## src/rtl/regfile_mp_if.sv

```systemverilog
// Bus bundle between decode/writeback stages and the multi-port register file.
// The master drives reads, writes and reservations; the slave is the register file.
interface regfile_mp_if #(
    parameter int DATA_W = 32,
    parameter int ADDR_W = 5,
    parameter int NUM_RD = 2
) ();
    logic [NUM_RD*ADDR_W-1:0] rd_addr;
    logic [NUM_RD*DATA_W-1:0] rd_data;
    logic [NUM_RD-1:0]        rd_busy;
    logic                     wa_en;
    logic [ADDR_W-1:0]        wa_addr;
    logic [DATA_W-1:0]        wa_data;
    logic                     wb_en;
    logic [ADDR_W-1:0]        wb_addr;
    logic [DATA_W-1:0]        wb_data;
    logic                     rsv_en;
    logic [ADDR_W-1:0]        rsv_addr;
    logic                     init_done;
    logic                     wr_conflict;

    modport master (
        output rd_addr, wa_en, wa_addr, wa_data, wb_en, wb_addr, wb_data, rsv_en, rsv_addr,
        input  rd_data, rd_busy, init_done, wr_conflict
    );

    modport slave (
        input  rd_addr, wa_en, wa_addr, wa_data, wb_en, wb_addr, wb_data, rsv_en, rsv_addr,
        output rd_data, rd_busy, init_done, wr_conflict
    );
endinterface

```

## src/rtl/regfile_mp.sv

```systemverilog
// Parametrised multi-port register file: bypassed reads, two write ports,
// busy scoreboard and a sequential clear engine that runs after every reset.
//   state   | meaning
//   ST_INIT | clearing mem[ptr] each cycle, all traffic ignored, reads return 0
//   ST_RUN  | normal operation, init_done high until next reset
module regfile_mp #(
    parameter int DATA_W   = 32,
    parameter int ADDR_W   = 5,
    parameter int NUM_RD   = 2,
    parameter int ZERO_REG = 1
) (
    input logic          sys_clk,
    input logic          sys_rst_n,
    regfile_mp_if.slave  bus
);
    localparam int DEPTH = 1 << ADDR_W;
    localparam logic [ADDR_W-1:0] LAST = '1;

    typedef enum logic {ST_INIT, ST_RUN} state_t;

    state_t              state_q, state_d;
    logic [ADDR_W-1:0]   ptr_q, ptr_d;
    logic [DEPTH-1:0]    busy_q, busy_d;
    logic                conflict_q, conflict_d;
    logic [DATA_W-1:0]   mem_q [DEPTH];

    logic                run;
    logic                wa_ok, wb_ok, rsv_ok;
    logic [ADDR_W-1:0]   ra;
    logic [NUM_RD*DATA_W-1:0] rd_data;
    logic [NUM_RD-1:0]   rd_busy;

    function automatic logic is_zero(input logic [ADDR_W-1:0] a);
        return (ZERO_REG != 0) && (a == '0);
    endfunction

    assign run    = (state_q == ST_RUN);
    assign wa_ok  = run && bus.wa_en  && !is_zero(bus.wa_addr);
    assign wb_ok  = run && bus.wb_en  && !is_zero(bus.wb_addr);
    assign rsv_ok = run && bus.rsv_en && !is_zero(bus.rsv_addr);

    always_ff @(posedge sys_clk or negedge sys_rst_n) begin
        if (!sys_rst_n) begin
            state_q    <= ST_INIT;
            ptr_q      <= '0;
            busy_q     <= '0;
            conflict_q <= 1'b0;
        end else begin
            state_q    <= state_d;
            ptr_q      <= ptr_d;
            busy_q     <= busy_d;
            conflict_q <= conflict_d;
        end
    end

    always_comb begin
        state_d    = state_q;
        ptr_d      = ptr_q;
        busy_d     = busy_q;
        conflict_d = 1'b0;
        case (state_q)
            ST_INIT: begin
                ptr_d = ptr_q + 1'b1;
                if (ptr_q == LAST) state_d = ST_RUN;
            end
            ST_RUN: begin
                // Clear before set so a same-cycle reservation wins.
                if (wa_ok)  busy_d[bus.wa_addr]  = 1'b0;
                if (wb_ok)  busy_d[bus.wb_addr]  = 1'b0;
                if (rsv_ok) busy_d[bus.rsv_addr] = 1'b1;
                conflict_d = wa_ok && wb_ok && (bus.wa_addr == bus.wb_addr);
            end
        endcase
    end

    // No reset on the array: the clear engine zeroes it after each reset.
    always_ff @(posedge sys_clk) begin
        if (state_q == ST_INIT) begin
            mem_q[ptr_q] <= '0;
        end else begin
            if (wb_ok && !(wa_ok && (bus.wb_addr == bus.wa_addr))) mem_q[bus.wb_addr] <= bus.wb_data;
            if (wa_ok) mem_q[bus.wa_addr] <= bus.wa_data;
        end
    end

    always_comb begin
        rd_data = '0;
        rd_busy = '0;
        ra      = '0;
        for (int k = 0; k < NUM_RD; k++) begin
            ra = bus.rd_addr[k*ADDR_W +: ADDR_W];
            if (run && !is_zero(ra)) begin
                if (bus.wa_en && (ra == bus.wa_addr))      rd_data[k*DATA_W +: DATA_W] = bus.wa_data;
                else if (bus.wb_en && (ra == bus.wb_addr)) rd_data[k*DATA_W +: DATA_W] = bus.wb_data;
                else                                       rd_data[k*DATA_W +: DATA_W] = mem_q[ra];
                rd_busy[k] = busy_q[ra] && !(wa_ok && (ra == bus.wa_addr))
                                        && !(wb_ok && (ra == bus.wb_addr));
            end
        end
    end

    assign bus.rd_data     = rd_data;
    assign bus.rd_busy     = rd_busy;
    assign bus.init_done   = run;
    assign bus.wr_conflict = conflict_q;
endmodule

```

## src/flat_wrapper.sv

```systemverilog
// flat-port wrapper written by rule: the top's interface ports become plain ports
module regfile_mp_flat 
#(
    parameter int DATA_W   = 32,
    parameter int ADDR_W   = 5,
    parameter int NUM_RD   = 2,
    parameter int ZERO_REG = 1
)
  (sys_clk, sys_rst_n, bus_rd_addr, bus_wa_en, bus_wa_addr, bus_wa_data, bus_wb_en, bus_wb_addr, bus_wb_data, bus_rsv_en, bus_rsv_addr, bus_rd_data, bus_rd_busy, bus_init_done, bus_wr_conflict);
  regfile_mp_if #(.DATA_W(DATA_W), .ADDR_W(ADDR_W), .NUM_RD(NUM_RD)) bus_i ();
  input logic sys_clk;
  input logic sys_rst_n;
  input wire logic [$bits(bus_i.rd_addr)-1:0] bus_rd_addr;
  input wire logic [$bits(bus_i.wa_en)-1:0] bus_wa_en;
  input wire logic [$bits(bus_i.wa_addr)-1:0] bus_wa_addr;
  input wire logic [$bits(bus_i.wa_data)-1:0] bus_wa_data;
  input wire logic [$bits(bus_i.wb_en)-1:0] bus_wb_en;
  input wire logic [$bits(bus_i.wb_addr)-1:0] bus_wb_addr;
  input wire logic [$bits(bus_i.wb_data)-1:0] bus_wb_data;
  input wire logic [$bits(bus_i.rsv_en)-1:0] bus_rsv_en;
  input wire logic [$bits(bus_i.rsv_addr)-1:0] bus_rsv_addr;
  output wire logic [$bits(bus_i.rd_data)-1:0] bus_rd_data;
  output wire logic [$bits(bus_i.rd_busy)-1:0] bus_rd_busy;
  output wire logic [$bits(bus_i.init_done)-1:0] bus_init_done;
  output wire logic [$bits(bus_i.wr_conflict)-1:0] bus_wr_conflict;
  assign bus_i.rd_addr = bus_rd_addr;
  assign bus_i.wa_en = bus_wa_en;
  assign bus_i.wa_addr = bus_wa_addr;
  assign bus_i.wa_data = bus_wa_data;
  assign bus_i.wb_en = bus_wb_en;
  assign bus_i.wb_addr = bus_wb_addr;
  assign bus_i.wb_data = bus_wb_data;
  assign bus_i.rsv_en = bus_rsv_en;
  assign bus_i.rsv_addr = bus_rsv_addr;
  assign bus_rd_data = bus_i.rd_data;
  assign bus_rd_busy = bus_i.rd_busy;
  assign bus_init_done = bus_i.init_done;
  assign bus_wr_conflict = bus_i.wr_conflict;
  regfile_mp #(.DATA_W(DATA_W), .ADDR_W(ADDR_W), .NUM_RD(NUM_RD), .ZERO_REG(ZERO_REG)) u_core (.sys_clk(sys_clk), .sys_rst_n(sys_rst_n), .bus(bus_i));
endmodule
```

## config.mk

```make
export PLATFORM = sky130hd
export DESIGN_NAME = regfile_mp_flat
export DESIGN_NICKNAME = d
export VERILOG_FILES = /design/src/rtl/regfile_mp_if.sv /design/src/rtl/regfile_mp.sv /design/src/flat_wrapper.sv
export SDC_FILE = /design/constraint.sdc
export NUM_CORES = 2
export LEC_CHECK = 0
export CORE_AREA = 2 2 348 350
export CTS_CLUSTER_SIZE = 30
export DETAILED_ROUTE_END_ITERATION = 8
export DIE_AREA = 0 0 350 352
export HOLD_SLACK_MARGIN = 0.15
export PLACE_DENSITY_LB_ADDON = 0.15
export SLEW_MARGIN = 20
export SYNTH_ARGS = -nofsm -noshare
export SYNTH_HDL_FRONTEND = slang
export SYNTH_SLANG_ARGS = --single-unit
export TNS_END_PERCENT = 100
```

## constraint.sdc

```tcl
create_clock -name sys_clk -period 5.9 [get_ports sys_clk]
set_clock_uncertainty 0.15 [all_clocks]
set_input_delay 1.475 -clock sys_clk [delete_from_list [all_inputs] [get_ports sys_clk]]
set_output_delay 1.475 -clock sys_clk [all_outputs]
set_load 0.01 [all_outputs]
```

# [Word level (Yosys, flattened, before mapping)]
# Memories as Yosys holds them, arrays and structs flattened.
# Index checks and enable logic that the tools add are counted.
[op_classes] n_addsub=1 n_lt_le_gt_ge=8 eq_ne=7 muxes=36 bitwise_logic=5 n_reduce_logical=43
[ops] operator="2-to-1 mux 32 bit" n=12
[ops] operator="AND 32 bit" n=2
[ops] operator="inverter 32 bit" n=2
[ops] operator="bitwise OR 32 bit" n=1
[ops] operator="OR reduction 32 bit" n=1
[ops] operator="== test 5 bit" n=6
[ops] operator="< comparator 5 x 6 -> 1 bit, second input constant" n=5
[ops] operator="logical AND 1 bit" n=27
[ops] operator="logical NOT 5 bit" n=5
[ops] operator="2-to-1 mux 1 bit" n=18
[ops] operator="demux 1 bit (select 5 bit)" n=3
[ops] operator=">= comparator 5 x 1 -> 1 bit, second input constant" n=3
[ops] operator="binary-select mux 1 bit (select 5 bit)" n=2
[ops] operator="logical NOT 1 bit" n=10
[ops] operator="adder 5 x 1 -> 5 bit, second input constant" n=1
[ops] operator="== test 5 bit, second input constant" n=1
[ops] operator="2-to-1 mux 5 bit" n=1
[word_totals] reg_bits=39 ram_bits=1024 in_bits=94 out_inout_bits=68 wordCells=105 memories=1
[mem_list] name="u_core.mem_q" depth=32 word_bits=32 rd=2 rd_ports_with_merged_regs=0 write_ports=2 line_no="regfile_mp.sv:25" text="logic [DATA_W-1:0] mem_q [DEPTH];"

# [Longest topological paths before layout]
[logic_depth] ltp_word=13 depth_mapped=9 depth_no_buf=5

# [Worst setup path after synthesis]
# Ideal clock, no wire load.
[synth_timing] kind="input to register" start="in bus_wb_addr[2]" end="mem u_core.mem_q[16][0] (enable)" setup_time_ns=0.466 arrival_time_ns=4.998 required_ns=5.284 setup_slack_ns=0.286 cell_stages=7 path_buffers=2 path_cell_list="buf_2 xor2_1 nor4_4 a21o_1 buf_2 mux2i_1 o21ai_0"
[synth_lines] element="start: declaration" line_no="flat_wrapper.sv:18" text="input wire logic [$bits(bus_i.wb_addr)-1:0] bus_wb_addr;"
[synth_lines] element="end: declaration" line_no="regfile_mp.sv:25"

# [Worst setup path after layout]
[layout_timing] start="in bus_rd_addr[2]" end="out bus_rd_data[27]"
[layout_via] elab_chain_len=5 elab_cells_between_ends=11 cone_classes="eq/ne: 2; mux: 3; reduce/logical: 5; memory: 1"
[layout_rtl] element="start: declaration" line_no="flat_wrapper.sv:13" text="input wire logic [$bits(bus_i.rd_addr)-1:0] bus_rd_addr;"
[layout_rtl] element="branches (longest 4 deep; another with memory (32 x 32 bit))"
[layout_rtl] element="2-to-1 mux 32 bit (*)" line_no="regfile_mp.sv:92" text="if (run && !is_zero(ra)) begin"
[layout_rtl] element="end: declaration" line_no="flat_wrapper.sv:22" text="output wire logic [$bits(bus_i.rd_data)-1:0] bus_rd_data;"
# Every way passes the cells marked *.

==> results.py <==
metrics = {
    "outcome": {
        "run_status": "finished clean",
    },
    "routing": {
        "drtIter0Drc": 8107,
        "viasPerCell": 7.09,
        "wirelength_um": 241000,
        "dr.pass1.iters": 8,
        "wl_per_cell_um": 33.6,
        "drc": 0,
        "via_count": 50993,
        "postRouteAntennaNets": 0,
    },
    "cts": {
        "htree_levels": 3,
        "cts-buffers-inserted": 115,
        "clkTransAtPathRegs_ps": 60,
        "cts_num_sinks": 1063,
        "clock_latency_ps": 700,
        "cts_tree": "built",
        "clockRootBuffer": "clkbuf_16",
        "cts_buffer_depth": 3,
        "postCtsHoldBufs": 0,
    },
    "yosys": {
        "yosysWarnings": 0,
        "synth_fp_nets": 5624,
        "yosysTopAreaCell": "edfxtp_1",
        "synth_top_area_share_pct": 49.0,
        "synth_common_cells": "1092 x o21ai_0, 1044 x nand2_1, 1024 x edfxtp_1, 393 x mux4_2, 376 x clkbuf_1",
        "synthDistinctLibCells": 67,
        "ys_ff_latch": 1063,
        "ys.flop_type": "edfxtp_1",
        "netlist_instances": 5528,
        "avgSynthCellArea_um2": 11.4,
        "synth.most_common_cell": "o21ai_0",
        "ys_seq_area_share_pct": 50.5,
        "synth-edff-count": 1024,
        "async_flop_share_pct": 3.67,
        "syn-cell-area_mm2": 0.0628,
        "synth_area_leaders": "edfxtp_1 49%, mux4_2 14%, o21ai_0 8.7%, nand2_1 6.2%, mux2i_1 5.4%",
    },
    "finish": {
        "fill_cells": 9395,
        "multi_input_area_mm2": 0.0285,
        "diodes": 0,
        "drive_gt1_share_pct": 19.1,
        "regArea_mm2": 0.0317,
        "nets": 5574,
        "utilization_pct": 60.2,
        "area_delta_synth_final_pct": 14.4,
    },
    "floorplanning": {
        "die_w_um": 350,
        "die_h_um": 352,
        "ioPinCount": 162,
        "start_util_pct": 52.6,
        "rows": 127,
        "die-area_mm2": 0.123,
        "core_area_mm2": 0.119,
    },
    "worst_setup_path": {
        "start_kind": "primary input",
        "cp_max_fo": 44,
        "cp-end-kind": "primary output",
        "crit_chain": "buf_8 -> nand2b_4 -> buf_4 -> o22ai_1 -> o32ai_1 -> a21o_1 -> o211ai_1 -> clkdlybuf4s50_1",
        "path_class": "in -> out",
        "reg2reg_depth": 6,
        "crit_arrival_ps": 4170,
        "cp_slowest_cell": "buf_4",
        "slowest_delay_ps": 590,
        "cp.required_ps": 4280,
    },
    "global_route": {
        "grt_pass1_vias": 48365,
        "antenna_found_initial": 13,
        "grt-ovfl-total": 0,
        "grt_pass1_wl_um": 343000,
        "track_usage_pct": 38.7,
        "grt_util_met1_pct": 51.9,
        "grt_max_degree": 88,
        "busiest_layer": "met2",
        "grt.met2_usage_pct": 56.7,
        "met3_usage_pct": 11.8,
    },
    "sta": {
        "setup_ws_ps": 104,
        "worst_slew_pin_slew_ps": 1150,
        "rsz0062_at_grt": "false",
        "hold_slack_ps": 250,
        "final.period_utilization_pct": 98.2,
        "timing.slew.headroom_pct": 22.6,
        "drv_slew": 0,
        "hold_viol_final": 0,
        "setup-tns-final_ps": 0,
        "period_needed_ps": 5800,
        "fmax_ghz": 0.173,
        "setup_viol": 0,
    },
    "worst_hold_path": {
        "hold_depth": 0,
        "hold_class": "reg -> reg",
    },
    "power": {
        "p_leak_nw": 24.9,
        "vdd_drop_max_v": 0.000261,
        "powerDensity_mw_per_mm2": 253,
        "switching_share_pct": 25.9,
        "p_switching_w": 0.00471,
        "internal_power_w": 0.0135,
        "power.share.clock_pct": 40.4,
        "total_power_w": 0.0182,
        "p_comb_share_pct": 13.4,
        "seqPwrFrac_pct": 46.2,
    },
    "placement": {
        "pre_cts_slack_ps": 68.5,
        "gp_congestion": 0.931,
        "io_buffers": 161,
        "place_hpwl_um": 146000,
    },
    "flow_run": {
        "maxCapViolations": 0,
    },
}
## power groups by stage
stage | Sequential [W] | Clock (W) | Combinational (W)
after floorplan | 0.00855 | 0 | 0.00134
after global placement | 0.00856 | 0 | 0.00232
after detailed placement | 0.00856 | 0 | 0.00235
after CTS | 0.00840 | 0.00735 | 0.00235
after global routing | 0.00840 | 0.00763 | 0.00253
final | 0.00840 | 0.00735 | 0.00243
## routing by layer
| layer | up-vias | routed length (um) |
|---|---|---|
| li1 | 21011 | - |
| met1 | 24866 | 86300 |
| met2 | 4193 | 104000 |
| met3 | 915 | 36000 |
| met4 | 8 | 14700 |
| met5 | - | 56 |
## critical path, delay by kind of cell
family / cells / cell delay [ps]
buffers and inverters: 3 / 1330
and+or+nand+nor: 1 / 200
AOI/OAI and AO/OA: 4 / 1090
## repair_timing
action                                  in CTS  in global routing
gates resized for setup                      0                  6
buffers inserted                             0                  2
endpoints found under the setup margin       0                 34
endpoints found under the hold margin        0                  0
## layout by cell type, fill, tap and decap left out, types with 20 or more instances in the layout
cell type        count
o21ai_0           1091
nand2_1           1042
edfxtp_1          1024
mux4_2             393
mux2i_1            338
buf_4              297
clkdlybuf4s50_1    151
clkbuf_16          117
nand3_1            102
o221ai_1            95
buf_12              90
a22oi_1             66
o22ai_1             64
a32oi_1             63
inv_1               41
dfrtp_1             39
o211ai_1            36
a21o_1              33
o32ai_1             31
a21oi_1             31
a21boi_0            31
or4b_1              31
a22o_1              30
nor2_1              26
clkinv_1            26
clkinv_2            24
clkbuf_1            21
nor2_4              20
## layout make-up
type	count	share of cell area, %
tap	1612	2.81
sequential	1063	44.2
clock buffer	140	4.23
clock inverter	77	0.995
inverter	42	0.220
multi-input combinational	3707	39.6
timing repair buffer	549	7.93
## cells by family after synthesis
logic type / Yosys count / synth area share [%]
compound gates: 1636 / 15.5
xor+xnor: 28 / 0.391
fa+ha+maj: 2 / 0.0399
buf+inv: 758 / 5.36
flops: 1063 / 50.5
mux: 734 / 19.5
simple gates: 1307 / 8.67
## per-stage QoR
stage / cell area (um2) / instances
2_1_floorplan: 62800 / 5528
3_3_place_gp: 68000 / 6970
3_5_place_dp: 68000 / 6971
4_1_cts: 71700 / 7188
5_1_grt: 71800 / 7190
6_report: 71800 / 7190
## sequential cells by signal, summed over array words and instances, names as in the netlist
name and count:
u_core.bus.init_done 1, u_core.bus.wr_conflict 1, u_core.busy_q 32, u_core.mem_q 1024, u_core.ptr_q 5
## path summary, 6_finish.rpt
kind | startpoint | endpoint | slack, ps
setup / recovery | bus_rd_addr[2] | bus_rd_data[27] | 100
hold / removal | u_core.busy_q[0] | u_core.busy_q[0] | 250
setup reg to reg | u_core.bus.init_done | u_core.mem_q[16][17] | 1870
hold reg to reg | u_core.busy_q[0] | u_core.busy_q[0] | 250
max in group asynchronous | sys_rst_n | u_core.busy_q[1] | 4280
min in group asynchronous | sys_rst_n | u_core.bus.wr_conflict | 750
(Power assumes the default switching activity.)
